==> src/rtl/uart_tx_sched_pkg.sv <==
// Shared types and helpers for the round-robin UART TX scheduler.
// HDR_ID_W covers the largest supported requester count (16).
package uart_tx_sched_pkg;

    localparam int MAX_REQ  = 16;
    localparam int HDR_ID_W = 4;

    typedef enum logic [2:0] {
        IDLE,
        HDR,
        SEND,
        WAIT_HI,
        WAIT_LO
    } sched_state_e;

    function automatic logic [HDR_ID_W-1:0] onehot_to_idx(input logic [MAX_REQ-1:0] oh);
        logic [HDR_ID_W-1:0] idx;
        idx = '0;
        for (int i = 0; i < MAX_REQ; i++) begin
            if (oh[i]) idx |= HDR_ID_W'(i);
        end
        return idx;
    endfunction

endpackage

==> src/rtl/uart_rr_arbiter.sv <==
// Combinational round-robin pick: first set req bit at or above rr_ptr,
// otherwise the lowest set bit overall (wrap-around).
module uart_rr_arbiter
    import uart_tx_sched_pkg::*;
#(
    parameter int N_REQ = 4
) (
    input  logic [N_REQ-1:0]    req,
    input  logic [HDR_ID_W-1:0] rr_ptr,
    output logic [N_REQ-1:0]    winner,
    output logic                any
);

    localparam logic [N_REQ-1:0] LSB = {{(N_REQ-1){1'b0}}, 1'b1};

    logic [N_REQ-1:0] upper_mask;
    logic [N_REQ-1:0] upper_req;

    generate
        for (genvar gi = 0; gi < N_REQ; gi++) begin : g_mask
            assign upper_mask[gi] = (HDR_ID_W'(gi) >= rr_ptr);
        end
    endgenerate

    assign upper_req = req & upper_mask;
    // x & (~x + 1) isolates the lowest set bit
    assign winner = (|upper_req) ? (upper_req & (~upper_req + LSB))
                                 : (req & (~req + LSB));
    assign any    = |req;

endmodule

==> src/rtl/uart_tx_sched.sv <==
// Round-robin scheduler sharing one UART TX among N_REQ byte streams.
// Define UART_TX_SCHED_ID_HDR_EN to prefix every grant with a requester-ID frame.
module uart_tx_sched
    import uart_tx_sched_pkg::*;
#(
    parameter int N_REQ      = 4,
    parameter int DATA_WIDTH = 8,
    parameter int MAX_BURST  = 16
) (
    input  logic                        clk,
    input  logic                        reset,
    input  logic [N_REQ-1:0]            req,
    input  logic [N_REQ*DATA_WIDTH-1:0] req_data,
    input  logic [N_REQ-1:0]            req_last,
    output logic [N_REQ-1:0]            req_ack,
    output logic [N_REQ-1:0]            grant,
    output logic [DATA_WIDTH-1:0]       tx_data,
    output logic                        tx_valid,
    input  logic                        tx_busy,
    output logic                        sched_busy
);

    localparam int CNT_W = $clog2(MAX_BURST + 1);

    sched_state_e          state_reg, state_next;
    logic [N_REQ-1:0]      grant_reg, grant_next;
    logic [HDR_ID_W-1:0]   rr_ptr_reg, rr_ptr_next;
    logic [CNT_W-1:0]      burst_cnt_reg, burst_cnt_next;
    logic                  last_q_reg;
    logic [DATA_WIDTH-1:0] tx_data_reg;
    logic                  tx_valid_reg, tx_valid_next;
    logic [N_REQ-1:0]      req_ack_reg;

    logic                  go_send;
    logic                  from_hdr;
    logic                  release_now;
    logic [N_REQ-1:0]      winner;
    logic                  any_req;
    logic [MAX_REQ-1:0]    grant_pad;
    logic [HDR_ID_W-1:0]   g_idx;
    logic [DATA_WIDTH-1:0] data_masked [N_REQ];
    logic [DATA_WIDTH-1:0] sel_data;
    logic                  sel_last;

`ifdef UART_TX_SCHED_ID_HDR_EN
    logic                  go_hdr;
    logic                  in_hdr_reg;
    logic [MAX_REQ-1:0]    grant_next_pad;
`endif

    uart_rr_arbiter #(.N_REQ(N_REQ)) u_arb (
        .req    (req),
        .rr_ptr (rr_ptr_reg),
        .winner (winner),
        .any    (any_req)
    );

    // Byte/last selection follows grant_next so IDLE can launch the first frame directly.
    generate
        for (genvar gi = 0; gi < N_REQ; gi++) begin : g_sel
            assign data_masked[gi] = grant_next[gi] ? req_data[gi*DATA_WIDTH +: DATA_WIDTH] : '0;
        end
    endgenerate

    always_comb begin
        sel_data = '0;
        for (int i = 0; i < N_REQ; i++) sel_data |= data_masked[i];
    end

    assign sel_last = |(grant_next & req_last);

    always_comb begin
        grant_pad = '0;
        grant_pad[N_REQ-1:0] = grant_reg;
    end

    assign g_idx       = onehot_to_idx(grant_pad);
    assign release_now = last_q_reg || (burst_cnt_reg == CNT_W'(MAX_BURST)) || !(|(grant_reg & req));

`ifdef UART_TX_SCHED_ID_HDR_EN
    assign from_hdr = in_hdr_reg;
    always_comb begin
        grant_next_pad = '0;
        grant_next_pad[N_REQ-1:0] = grant_next;
    end
`else
    assign from_hdr = 1'b0;
`endif

    always_comb begin
        state_next     = state_reg;
        grant_next     = grant_reg;
        rr_ptr_next    = rr_ptr_reg;
        burst_cnt_next = burst_cnt_reg;
        go_send        = 1'b0;
`ifdef UART_TX_SCHED_ID_HDR_EN
        go_hdr         = 1'b0;
`endif
        case (state_reg)
            IDLE: begin
                if (any_req) begin
                    grant_next     = winner;
                    burst_cnt_next = '0;
`ifdef UART_TX_SCHED_ID_HDR_EN
                    state_next     = HDR;
                    go_hdr         = 1'b1;
`else
                    state_next     = SEND;
                    go_send        = 1'b1;
`endif
                end
            end
`ifdef UART_TX_SCHED_ID_HDR_EN
            HDR:     state_next = WAIT_HI;
`endif
            SEND:    state_next = WAIT_HI;
            WAIT_HI: if (tx_busy) state_next = WAIT_LO;
            WAIT_LO: begin
                if (!tx_busy) begin
                    if (from_hdr || !release_now) begin
                        state_next = SEND;
                        go_send    = 1'b1;
                    end else begin
                        grant_next  = '0;
                        rr_ptr_next = (g_idx == HDR_ID_W'(N_REQ - 1)) ? '0 : g_idx + HDR_ID_W'(1);
                        state_next  = IDLE;
                    end
                end
            end
            default: state_next = IDLE;
        endcase
        if (go_send) burst_cnt_next = burst_cnt_next + CNT_W'(1);
    end

`ifdef UART_TX_SCHED_ID_HDR_EN
    assign tx_valid_next = go_send | go_hdr;
`else
    assign tx_valid_next = go_send;
`endif

    always_ff @(posedge clk or negedge reset) begin
        if (!reset) begin
            state_reg     <= IDLE;
            grant_reg     <= '0;
            rr_ptr_reg    <= '0;
            burst_cnt_reg <= '0;
            last_q_reg    <= 1'b0;
            tx_data_reg   <= '0;
            tx_valid_reg  <= 1'b0;
            req_ack_reg   <= '0;
        end else begin
            state_reg     <= state_next;
            grant_reg     <= grant_next;
            rr_ptr_reg    <= rr_ptr_next;
            burst_cnt_reg <= burst_cnt_next;
            tx_valid_reg  <= tx_valid_next;
            req_ack_reg   <= go_send ? grant_next : '0;
            if (go_send) begin
                tx_data_reg <= sel_data;
                last_q_reg  <= sel_last;
            end
`ifdef UART_TX_SCHED_ID_HDR_EN
            else if (go_hdr) begin
                tx_data_reg <= DATA_WIDTH'(onehot_to_idx(grant_next_pad));
            end
`endif
        end
    end

`ifdef UART_TX_SCHED_ID_HDR_EN
    always_ff @(posedge clk or negedge reset) begin
        if (!reset)       in_hdr_reg <= 1'b0;
        else if (go_hdr)  in_hdr_reg <= 1'b1;
        else if (go_send) in_hdr_reg <= 1'b0;
    end
`endif

    assign grant      = grant_reg;
    assign req_ack    = req_ack_reg;
    assign tx_data    = tx_data_reg;
    assign tx_valid   = tx_valid_reg;
    assign sched_busy = (state_reg != IDLE);

endmodule

==> config.mk <==
export PLATFORM = sky130hd
export DESIGN_NAME = uart_tx_sched
export DESIGN_NICKNAME = d
export VERILOG_FILES = /design/src/rtl/uart_tx_sched_pkg.sv /design/src/rtl/uart_rr_arbiter.sv /design/src/rtl/uart_tx_sched.sv
export SDC_FILE = /design/constraint.sdc
export NUM_CORES = 1
export LEC_CHECK = 0
export CAP_MARGIN = 10
export CORE_MARGIN = 3
export CORE_UTILIZATION = 48
export CTS_CLUSTER_SIZE = 30
export DETAILED_ROUTE_END_ITERATION = 10
export PLACE_DENSITY = 0.86
export RECOVER_POWER = 100
export SYNTH_ARGS = -nofsm -noshare
export SYNTH_HDL_FRONTEND = slang
export SYNTH_SLANG_ARGS = --single-unit
==> constraint.sdc <==
create_clock -name clk -period 3.81 [get_ports clk]
set_input_delay 0.5715 -clock clk [delete_from_list [all_inputs] [get_ports clk]]
set_output_delay 0.5715 -clock clk [all_outputs]
set_load 0.005 [all_outputs]
# Yosys cells after proc, flatten, opt, wreduce, memory -nomap -nowiden
# Cells that the tools add are included.
# totals
register_bits	30
input_bits	43
word_cells	72
# classes
add_sub_neg	4
magnitude_cmp	4
n_eq_ne	8
mux	26
n_bitwise	11
n_reduce_logical	11
# op_table
cell	n
$mux 8	4
$mux 4	6
$or 8x8->8	3
$and 4x4->4	5
$reduce_or 4->1	4
$mux 5	3
$add 4x1->4 const B	3
$pmux 3 s4	1
$mux 3	3
$ge 1x4->1 const A	2
$ge 2x4->1 const A	2
$not 4->4	2
$pmux 4 s2	1
$eq 3x2->1 const B	2
$mux 2	3
$ne 2x2->1 const B	3
$reduce_and 3->1	2
$add 5x1->5 const B	1
$eq 5x5->1 const B	1
$eq 4x2->1 const B	1
$mux 1	4
$eq 3x3->1 const B	1
$logic_not 3->1	1
$reduce_bool 3->1	1
4 further kinds	5

# Depth between registers and ports, before layout
# logic_depth
depth_word	12
mapped_depth	7
depth_no_buf	6

# Modules after synthesis
# Synthesis repeated with hierarchy kept, for this count alone.
# hier_totals
cells_unflattened	174
area_unflattened_um2	1667.8
# by_module_without_submodules
module	n_inst	cells_per_inst	area_per_inst_um2
uart_tx_sched	1	152	1524.0
uart_rr_arbiter	1	22	143.9

# Worst setup path after synthesis
# Ideal clock, no wire load.
# synth_path
path_type	in2reg
from	input req[0]
to	register burst_cnt_reg[1]
setup_time_ns	0.125
arrival_ns	1.900
t_required_ns	3.685
setup_slack_ns	1.786
path_stages	5
path_buffers	0
cell_sequence	or4_1 -> nand2_1 -> and2_1 -> ha_1 -> mux2_2
# synth_via
elab_chain_cells	8
elab_cells_between_ends	13
classes_between	1 x add/sub; 7 x mux; 1 x bitwise; 4 x reduce/logical
# synth_lines
item	line_no	source
start: declaration	uart_tx_sched.sv:12	input logic [N_REQ-1:0] req,
branches (longest 7 deep; another with $add 5x1->5)	n/a	
$mux 5 (*)	uart_tx_sched.sv:132	if (go_send) burst_cnt_next = burst_cnt_next + CNT_W'(1);
via burst_cnt_next[1]	uart_tx_sched.sv:28	logic [CNT_W-1:0] burst_cnt_reg, burst_cnt_next;
end signal: assignment	uart_tx_sched.sv:155	burst_cnt_reg <= burst_cnt_next;
end: declaration	uart_tx_sched.sv:28	
# Mark *: on every way through the listed nets, which the timed path passes.
# A chain may end at the register's enable or synchronous reset.

# Final worst setup path
# layout_path
from	input req[1]
to	register req_ack_reg[1] (netlist: req_ack[1])
# layout_via
elab_chain_cells	8
elab_cells_between_ends	23
classes_between	2 x add/sub; 10 x mux; 6 x bitwise; 5 x reduce/logical
# layout_lines
item	line_no	source
$and 4x4->4, on equally long branches	uart_rr_arbiter.sv:25, uart_tx_sched.sv:78	
$not 4->4 / $reduce_or 4->1 (equally long branches)	uart_rr_arbiter.sv:27, uart_tx_sched.sv:78	
$add 4x1->4 / $logic_not 1->1 (equally long branches)	uart_rr_arbiter.sv:27, uart_tx_sched.sv:78	
$and 4x4->4 / $logic_or 1x1->1 (equally long branches)	uart_rr_arbiter.sv:27, uart_tx_sched.sv:78	
$mux 4, on equally long branches	uart_rr_arbiter.sv:27, uart_tx_sched.sv:120	
$mux 4, on equally long branches	uart_tx_sched.sv:101, uart_tx_sched.sv:119	
$pmux 4 s2 (*)	uart_tx_sched.sv:99	case (state_reg)
via grant_next[1]	uart_tx_sched.sv:26	logic [N_REQ-1:0] grant_reg, grant_next;
$mux 4 (*)	uart_tx_sched.sv:157	req_ack_reg <= go_send ? grant_next : '0;
end signal: assignment	uart_tx_sched.sv:157	
end: declaration	uart_tx_sched.sv:32	logic [N_REQ-1:0] req_ack_reg;
# The timed path passes the listed nets; every way through them passes the cells marked *.

==> results.json <==
{
  "status": "finished, final reports clean",
  "powerDensity_nw_per_um2": 585,
  "wl_um": 4740,
  "finalCritPeriodShare_pct": 73.1,
  "layout-drive-gt1-share_pct": 3.00,
  "power.leakage_nw": 0.944,
  "ys_types": 45,
  "rrSetupSlack_ps": 1110,
  "dieArea_um2": 4160,
  "yosysMostFrequentCell": "dfrtp_1",
  "grt_pass1_vias": 1611,
  "grt_overflow": 0,
  "drc_errors": 0,
  "dr.pass1.iters": 4,
  "yosys-top-cells-count": "28 x dfrtp_1, 17 x nor2_1, 16 x nand2_1, 11 x a22o_1, 11 x a22oi_1",
  "setup_viol": 0,
  "avgSynthCellArea_um2": 9.23,
  "postRouteAntennaNets": 0,
  "dpl.hpwl_um": 3530,
  "place_area_um2": 2270,
  "final_area_um2": 2290,
  "timing.fmax_mhz": 359,
  "clkTransAtPathRegs_ps": 150,
  "io_pins": 61,
  "synthFlopType": "dfrtp_1",
  "post_cts_buffers": 0,
  "hold_viol": 0,
  "worst_pin_slew_ps": 1240,
  "numPortBuffers": 60,
  "worst_ep_required_time_ps": 4050,
  "largest_register_ffs": 8,
  "crit_path_end_kind": "flop",
  "use_met2_pct": 41.5,
  "vias": 1688,
  "grt_use_met3_pct": 4.51,
  "num-nets-final": 279,
  "synth_top_area_share_pct": 42.7,
  "synth_edf_count": 0,
  "finalClockSkew_ps": 3.69,
  "crit_path_max_fanout": 22,
  "routedWlPerCell_um": 17.1,
  "yosysSeqAreaShare_pct": 42.7,
  "fin_crit_ps": 2790,
  "ctsResizeCount": 0,
  "cts_max_path_buffers": 2,
  "antenna_found_initial": 0,
  "start_kind": "primary input",
  "use_met1_pct": 28.1,
  "yosys-top-cells-area": "dfrtp_1 43%, a22o_1 5.9%, a22oi_1 5.0%, a41oi_1 4.8%, nor2_1 3.9%",
  "cts_max_level": 1,
  "drt_iter0_drc": 120,
  "area_growth_pct": 39.2,
  "place_ws_ps": 844,
  "grt_busiest_layer": "met2",
  "hold_buffers": 0,
  "slew-limit-headroom_pct": 17.2,
  "synth_nets": 222,
  "postSynthCellCount": 178,
  "arrival_ps": 3030,
  "vdd_drop_max_uv": 291,
  "ys_seq_elements": 28,
  "max_cap_viol_count": 0,
  "start_util_pct": 52.1,
  "clk_latency_ps": 330,
  "gp_congestion": 0.882,
  "cts_root_buffer": "clkbuf_4",
  "yosysTopAreaCell": "dfrtp_1",
  "coreArea_um2": 3150,
  "vias_per_cell": 6.09,
  "grt_max_degree": 26,
  "syn_area_um2": 1640,
  "tns_ps": 0,
  "n_antenna_cell": 0,
  "cts_sinks": 28,
  "slew_violations": 0,
  "num_rows": 20,
  "finalWorstSetupSlack_ps": 1020,
  "numCtsBuffers": 3,
  "cts_tree": "yes",
  "critPathKind": "in2reg",
  "grtUsageTotal_pct": 23.1,
  "die_x_um": 64.5,
  "fp.dieH_um": 64.5,
  "async_reset_ff_share_pct": 100,
  "rsz0062_at_grt": "no",
  "hold_path_class": "reg2reg",
  "ys.warnings.count": 0,
  "grt_pass1_wl_um": 7660
}
-- report_power, final --
| group | total [W] | switching, W | internal, W |
|---|---|---|---|
| registers | 0.000533 | 0.000119 | 0.000413 |
| clock network | 0.000124 | 0.0000872 | 0.0000372 |
| logic | 0.000680 | 0.000336 | 0.000344 |
-- metal layers --
metal	vias up	wire length (µm)
li1	793	-
met1	802	1810
met2	83	2480
met3	10	374
met4	0	67
met5	-	0
-- cell families (layout without fill, tap and decap cells) --
group / Yosys count / in the layout / share of synthesized area, %
buffers and inverters: 16 / 71 / 4.11
multiplexers: 3 / 3 / 1.98
adder cells (fa/ha/maj): 1 / 1 / 0.761
AND/OR/NAND/NOR: 66 / 66 / 20.3
XOR/XNOR: 3 / 3 / 1.60
AO/OA/AOI/OAI: 61 / 61 / 28.6
flip-flops: 28 / 28 / 42.7
-- critical path: stages --
cell	delay [ps]
dlygate4sd3_1	700
nor4_1	120
nor2_1	950
o22ai_1	210
a22o_1	320
and2_1	160
-- cell type report --
cell class / count / area, µm²
sequential: 28 / 701
inverter: 5 / 18.8
tap: 44 / 55.1
timing repair buffer: 63 / 616
multi-input combinational: 134 / 875
clock buffer: 3 / 22.5
fill: 248 / 866
-- layout by cell type, fill, tap and decap left out, drive strengths merged, types with 5 or more instances in the layout --
master and instances:
a22o 11, a22oi 11, a31oi 9, a41oi 9, and2 6, and3 10
clkbuf 5, clkdlybuf4s50 38, dfrtp 28, dlygate4sd3 22, inv 5, nand2 16
nor2 17, nor2b 5
-- path summary, 6_finish.rpt --
path / start / endpoint / depth (start not counted)
max reg2reg: state_reg[2]$_DFFE_PN0P_ / req_ack[1]$_DFF_PN0_ / 6
min in group asynchronous: reset / tx_data[0]$_DFFE_PN0P_ / 1
min: state_reg[2]$_DFFE_PN0P_ / state_reg[1]$_DFFE_PN0P_ / 1
max in group asynchronous: reset / rr_ptr_reg[0]$_DFFE_PN0P_ / 1
max: req[1] / req_ack[1]$_DFF_PN0_ / 6
min reg2reg: state_reg[2]$_DFFE_PN0P_ / state_reg[1]$_DFFE_PN0P_ / 1
-- stage by stage --
step                total power (W)  utilization [%]  std cells  hold WS [ps]
floorplan                  0.000939                -        178           276
global placement            0.00121             72.1        274           479
detailed placement          0.00125             72.1        274           510
CTS                         0.00137             72.8        277           525
global route                0.00144             72.5        277           538
finish                      0.00134             72.5        277           529
No activity file was read; power rests on OpenSTA's default activity.
